## src/rtl/weight_loader.sv

```systemverilog
`default_nettype none
// ============================================================================
//  Module   : weight_loader
//  Function : Checksummed byte-stream loader for hidden-neuron weights; a
//             frame is staged in a shadow register and committed atomically.
//  Revision : 1.0 - initial release
// ============================================================================
module weight_loader #(
    parameter int N_NEURONS = 2
) (
    input  logic                      clk_i,
    input  logic                      rst_i,
    input  logic                      load_i,
    input  logic [7:0]                data_i,
    input  logic                      valid_i,
    output logic                      ready_o,
    output logic [N_NEURONS*32-1:0]   weights_o,
    output logic                      busy_o,
    output logic                      done_o,
    output logic                      err_o
);

    localparam int c_nbytes = N_NEURONS * 4;
    localparam int c_cw     = $clog2(c_nbytes + 1);
    localparam int c_ww     = N_NEURONS * 32;
    localparam logic [c_cw-1:0] c_last_idx = c_cw'(c_nbytes - 1);

    typedef enum logic [1:0] {
        IDLE  = 2'd0,
        LOAD  = 2'd1,
        CHECK = 2'd2
    } state_t;

    state_t            state_q, state_d;
    logic [c_cw-1:0]   cnt_q, cnt_d;
    logic [7:0]        sum_q, sum_d;
    logic [c_ww-1:0]   shadow_q, shadow_d;
    logic [c_ww-1:0]   weights_q, weights_d;
    logic              done_q, done_d;
    logic              err_q, err_d;
    logic              w_xfer;

    assign ready_o   = (state_q != IDLE);
    assign busy_o    = (state_q != IDLE);
    assign w_xfer    = valid_i & ready_o;
    assign weights_o = weights_q;
    assign done_o    = done_q;
    assign err_o     = err_q;

    always_ff @(posedge clk_i or negedge rst_i) begin
        if (!rst_i) begin
            state_q   <= IDLE;
            cnt_q     <= '0;
            sum_q     <= '0;
            shadow_q  <= '0;
            weights_q <= '0;
            done_q    <= 1'b0;
            err_q     <= 1'b0;
        end else begin
            state_q   <= state_d;
            cnt_q     <= cnt_d;
            sum_q     <= sum_d;
            shadow_q  <= shadow_d;
            weights_q <= weights_d;
            done_q    <= done_d;
            err_q     <= err_d;
        end
    end

    always_comb begin
        state_d   = state_q;
        cnt_d     = cnt_q;
        sum_d     = sum_q;
        shadow_d  = shadow_q;
        weights_d = weights_q;
        done_d    = 1'b0;
        err_d     = err_q;

        // load_i wins over any byte transferred in the same cycle
        if (load_i) begin
            state_d  = LOAD;
            cnt_d    = '0;
            sum_d    = '0;
            shadow_d = '0;
            err_d    = 1'b0;
        end else begin
            case (state_q)
                LOAD: begin
                    if (w_xfer) begin
                        for (int b = 0; b < c_nbytes; b++) begin
                            if (int'(cnt_q) == b) begin
                                shadow_d[b*8 +: 8] = data_i;
                            end
                        end
                        sum_d = sum_q + data_i;
                        cnt_d = cnt_q + 1'b1;
                        if (cnt_q == c_last_idx) begin
                            state_d = CHECK;
                        end
                    end
                end
                CHECK: begin
                    if (w_xfer) begin
                        state_d = IDLE;
                        if (data_i == sum_q) begin
                            weights_d = shadow_q;
                            done_d    = 1'b1;
                        end else begin
                            err_d     = 1'b1;
                        end
                    end
                end
                IDLE:    ;
                default: state_d = IDLE;
            endcase
        end
    end

endmodule
`default_nettype wire

```

## config.mk

```make
export PLATFORM = sky130hd
export DESIGN_NAME = weight_loader
export DESIGN_NICKNAME = d
export VERILOG_FILES = /design/src/rtl/weight_loader.sv
export SDC_FILE = /design/constraint.sdc
export NUM_CORES = 1
export LEC_CHECK = 0
export CAP_MARGIN = 0
export CORE_ASPECT_RATIO = 0.8
export CORE_UTILIZATION = 50
export DETAILED_ROUTE_END_ITERATION = 10
export PLACE_DENSITY = 0.7
export SLEW_MARGIN = 0
export SYNTH_ARGS = -nofsm -noshare
export SYNTH_HDL_FRONTEND = slang
export SYNTH_SLANG_ARGS = --single-unit
```

## constraint.sdc

```tcl
create_clock -name clk_i -period 2.4 [get_ports clk_i]
set_clock_uncertainty 0.2 [all_clocks]
set_input_delay 0.36 -clock clk_i [delete_from_list [all_inputs] [get_ports clk_i]]
set_output_delay 0.36 -clock clk_i [all_outputs]
set_load 0.01 [all_outputs]
```

==> Flow_metrics.wiki <==
{| class="wikitable"
! Metric !! Value
|-
| Start-to-end type of the worst setup path || input pin to register
|-
| Via count of the routed design || 4501
|-
| Share of final-layout standard cells stronger than drive strength 1 || 22.4%
|-
| Data arrival, critical path || between 2000 and 2500 ps
|-
| Worst hold-check path type || input pin to register
|-
| Initial Util || between 50% and 60%
|-
| Global-route wire length before repair || 23.1 mm
|-
| Total Nets Final || between 600 and 700
|-
| Average cell area after synthesis || 11.6 um^2
|-
| Number of H-tree branching levels || 4
|-
| Die outline area || about 13000 um^2
|-
| Pwr dens || 686 nW/um^2
|-
| Detailed Place HPWL || a little over 9 mm
|-
| Final cell count without fillers || ~820
|-
| Number of top-level design ports || 80
|-
| Clock network fraction of total power || a little under half
|-
| Asr flop ratio synth || 100%
|-
| Part of the Yosys area used for sequential elements || between 50% and 60%
|-
| Worst-Margin Slew || 620 ps
|-
| Horizontal die dimension || between 100 and 150 um
|-
| Total core area || about 12000 um^2
|-
| Post-route DRC violation count || 0
|-
| Remaining antenna violation count || 0
|-
| Count of input and output buffers || roughly 80
|-
| Final max-slew violation count || 0
|-
| Vias/cell || ~5.5
|-
| Placement row count || 36
|-
| Number of CTS-inserted buffers || 17
|-
| Largest fanout of any net on the critical path || 16
|-
| Static Leak || about 3.8 nW
|-
| Count of mapped cells out of synthesis || approximately 540
|-
| Status || completed
|-
| Period Utilization, post-route || a little over nine tenths
|-
| Time the final worst path needs with I/O delays and setup || approximately 2300 ps
|-
| Iteration count of the initial detailed-routing pass || 4
|-
| Post-place instance area || between 7000 and 8000 um^2
|-
| Vias in the first global route || roughly 4500
|-
| Final setup vio count || 0
|-
| Synthesis-to-layout area growth || 29.2%
|-
| DIE HEIGHT || 102 um
|-
| Average detailed-routed wire length per instance || around 17 um
|-
| Part of the total power dissipated in combinational logic || 7.9%
|-
| Type of origin of the critical path || input pin
|-
| Internal cell power || approximately 0.0043 W
|-
| Mapped Area || around 6300 um^2
|-
| Total setup buffers inserted after CTS || 0
|-
| Clock tree root driver cell || sky130_fd_sc_hd__clkbuf_16
|-
| Endpoint type of the worst setup path || register
|-
| Required @ worst endpoint || 2490 ps
|-
| Commonest register cell after synthesis || sky130_fd_sc_hd__dfrtp_1
|-
| Routability-driven placement congestion ratio || a little over 0.8
|-
| Fin. Hold Viols || 0
|-
| Cell Count Post-Placement || about 800
|-
| Clock latency of the later-clocked register in the worst-skew pair || between 400 and 500 ps
|-
| N_diodes || 0
|-
| Worst IR Drop VDD || 0.000574 V
|-
| Yosys Warn Count || 0
|-
| Finished layout cell area || between 8000 and 9000 um^2
|-
| F_max || ~430 MHz
|-
| Number of violations of the max-capacitance limit || 0
|-
| Sum of overflow across all layers after global routing || 0
|-
| All-layer global routing usage || roughly a quarter
|-
| Fillers || just over 900
|-
| WHS Path Cells || 3
|-
| Number of synthesized register bits || between 100 and 150
|-
| Count of unique library cells instantiated by Yosys || 44
|-
| Number of antenna violations at the first check in global routing || 0
|-
| Detailed-route wire length || roughly 14 mm
|-
| Net Switching || between 0.001 and 0.0015 W
|-
| Clock tree sinks || around 140
|-
| Fraction of power consumed by sequential logic || approximately 45%
|-
| Clock Pin Slew Worst Setup and Hold Paths || roughly 60 ps
|-
| Number of nets produced by synthesis || roughly 570
|-
| Maximum number of pins on one net before global-route repair || just over 80
|-
| Worst Reg2Reg Path Length in Cells || 8
|-
| DRT iter0 DRCs || ~300
|-
| Max transition margin || between 50% and 60%
|-
| EDFF count, synth || 0
|-
| Fraction of power spent switching nets || a little under a quarter
|-
| Clock buffer depth || 2
|-
| CTS tree || yes
|}
power by group through the flow:
stage / sequential, W / clock (W) / combinational (W)
5_1_grt: 0.00250 / 0.00280 / 0.000488
3_3_place_gp: 0.00254 / 0 / 0.000406
4_1_cts: 0.00250 / 0.00268 / 0.000425
3_5_place_dp: 0.00254 / 0 / 0.000420
6_report: 0.00250 / 0.00264 / 0.000441
2_1_floorplan: 0.00253 / 0 / 0.000230
cell usage after synthesis, types with 2 or more instances:
library cell | instances | area, um^2
sky130_fd_sc_hd__a21o_1 | 2 | 15.0
sky130_fd_sc_hd__a21oi_1 | 73 | 365
sky130_fd_sc_hd__a31o_2 | 2 | 17.5
sky130_fd_sc_hd__buf_2 | 6 | 30.0
sky130_fd_sc_hd__buf_6 | 6 | 67.6
sky130_fd_sc_hd__clkbuf_1 | 20 | 75.1
sky130_fd_sc_hd__clkbuf_2 | 7 | 35.0
sky130_fd_sc_hd__dfrtp_1 | 144 | 3600
sky130_fd_sc_hd__ha_1 | 11 | 138
sky130_fd_sc_hd__inv_1 | 5 | 18.8
sky130_fd_sc_hd__mux2_2 | 15 | 169
sky130_fd_sc_hd__mux2_4 | 49 | 736
sky130_fd_sc_hd__nand2_1 | 87 | 327
sky130_fd_sc_hd__nand2b_1 | 3 | 18.8
sky130_fd_sc_hd__nand3_1 | 68 | 340
sky130_fd_sc_hd__nand3b_1 | 2 | 15.0
sky130_fd_sc_hd__nand4_1 | 3 | 18.8
sky130_fd_sc_hd__nand4b_1 | 2 | 17.5
sky130_fd_sc_hd__nor2_1 | 5 | 18.8
sky130_fd_sc_hd__nor3_1 | 2 | 10.0
sky130_fd_sc_hd__o211ai_1 | 2 | 15.0
sky130_fd_sc_hd__o21ai_0 | 4 | 20.0
sky130_fd_sc_hd__xnor2_1 | 4 | 35.0
sky130_fd_sc_hd__xor2_1 | 2 | 17.5
state kept, by name, indices dropped and copies added, names as in the netlist:
signal,flops
weights_o,64
err_o,1
cnt_q,4
shadow_q,64
state_q,2
sum_q,8
done_o,1
routing by layer:
metal | part of all wire (%) | vias up | wire [um] | GRT usage (%)
li1 | - | 2082 | - | -
met1 | 47 | 2241 | 6660 | 32.3
met2 | 47 | 159 | 6690 | 36.7
met3 | 5.2 | 19 | 742 | 5.39
met4 | 1.5 | 0 | 213 | 7.78
met5 | 0 | - | 0 | 0
final timing paths:
path,from,end,slack (ps)
min,load_i,err_o$_DFFE_PN0P_,110
min in group asynchronous,rst_i,weights_o[51]$_DFFE_PN0P_,130
max reg2reg,sum_q[2]$_DFFE_PN0P_,weights_o[57]$_DFFE_PN0P_,100
max in group asynchronous,rst_i,cnt_q[2]$_DFFE_PN0P_,1200
min reg2reg,shadow_q[34]$_DFFE_PN0P_,weights_o[34]$_DFFE_PN0P_,300
max,data_i[6],weights_o[57]$_DFFE_PN0P_,90
area by class of cell:
type	count	area (um^2)	share of cell area [%]
Tap cell	171	214	2.63
Sequential cell	144	3600	44.3
Inverter	5	18.8	0.230
Timing Repair Buffer	119	1190	14.7
Clock buffer	21	450	5.53
Multi-Input combinational cell	354	2520	31.0
Clock inverter	10	138	1.69
stage by stage:
stage | hold slack (ps) | util [%] | power (W) | setup slack (ps) | TNS (ps)
CTS | 110 | 65.5 | 0.00560 | 45.5 | 0
detailed placement | -6.47 | 60.7 | 0.00296 | -380 | -24230
finish | 113 | 66.5 | 0.00559 | 93.4 | 0
global placement | -11.2 | 60.7 | 0.00294 | -369 | -23870
global route | 128 | 66.5 | 0.00579 | -25.4 | -396
floorplan | -136 | - | 0.00276 | 170 | 0
critical path: stages:
cell	delay (ps)
sky130_fd_sc_hd__clkdlybuf4s50_1	540
sky130_fd_sc_hd__ha_4	230
sky130_fd_sc_hd__nor4_2	200
sky130_fd_sc_hd__nand2_1	100
sky130_fd_sc_hd__nor4_2	140
sky130_fd_sc_hd__buf_4	170
sky130_fd_sc_hd__nand2b_4	130
sky130_fd_sc_hd__clkbuf_16	230
sky130_fd_sc_hd__mux2_4	300
kinds of logic after synthesis:
logic type      Yosys count  synth area share, %
fa+ha+maj                12                 2.50
buf+inv                  46                 3.77
xor+xnor                  6                0.834
flops                   144                 57.2
compound gates           89                 7.68
simple gates            183                 13.7
mux                      64                 14.4
timing repair:
action	CTS	global route
endpoints found under the hold margin	144	0
hold buffers	1	0
endpoints found under the setup margin	0	64
resized for setup	0	9
cell usage in the layout, fill, tap and decap left out, types with 3 or more instances in the layout:
master	n
sky130_fd_sc_hd__ha_4	3
sky130_fd_sc_hd__mux2_2	15
sky130_fd_sc_hd__nor2_1	5
sky130_fd_sc_hd__inv_1	5
sky130_fd_sc_hd__xnor2_1	4
sky130_fd_sc_hd__clkdlybuf4s50_1	75
sky130_fd_sc_hd__clkinv_2	3
sky130_fd_sc_hd__clkbuf_16	19
sky130_fd_sc_hd__ha_1	8
sky130_fd_sc_hd__dfrtp_1	144
sky130_fd_sc_hd__nand2_1	87
sky130_fd_sc_hd__mux2_4	49
sky130_fd_sc_hd__nand3_1	68
sky130_fd_sc_hd__buf_4	33
sky130_fd_sc_hd__nand4_1	3
sky130_fd_sc_hd__o21ai_0	4
sky130_fd_sc_hd__a21oi_1	73
sky130_fd_sc_hd__clkbuf_1	3
sky130_fd_sc_hd__bufinv_16	3
(Power assumes the default switching activity.)
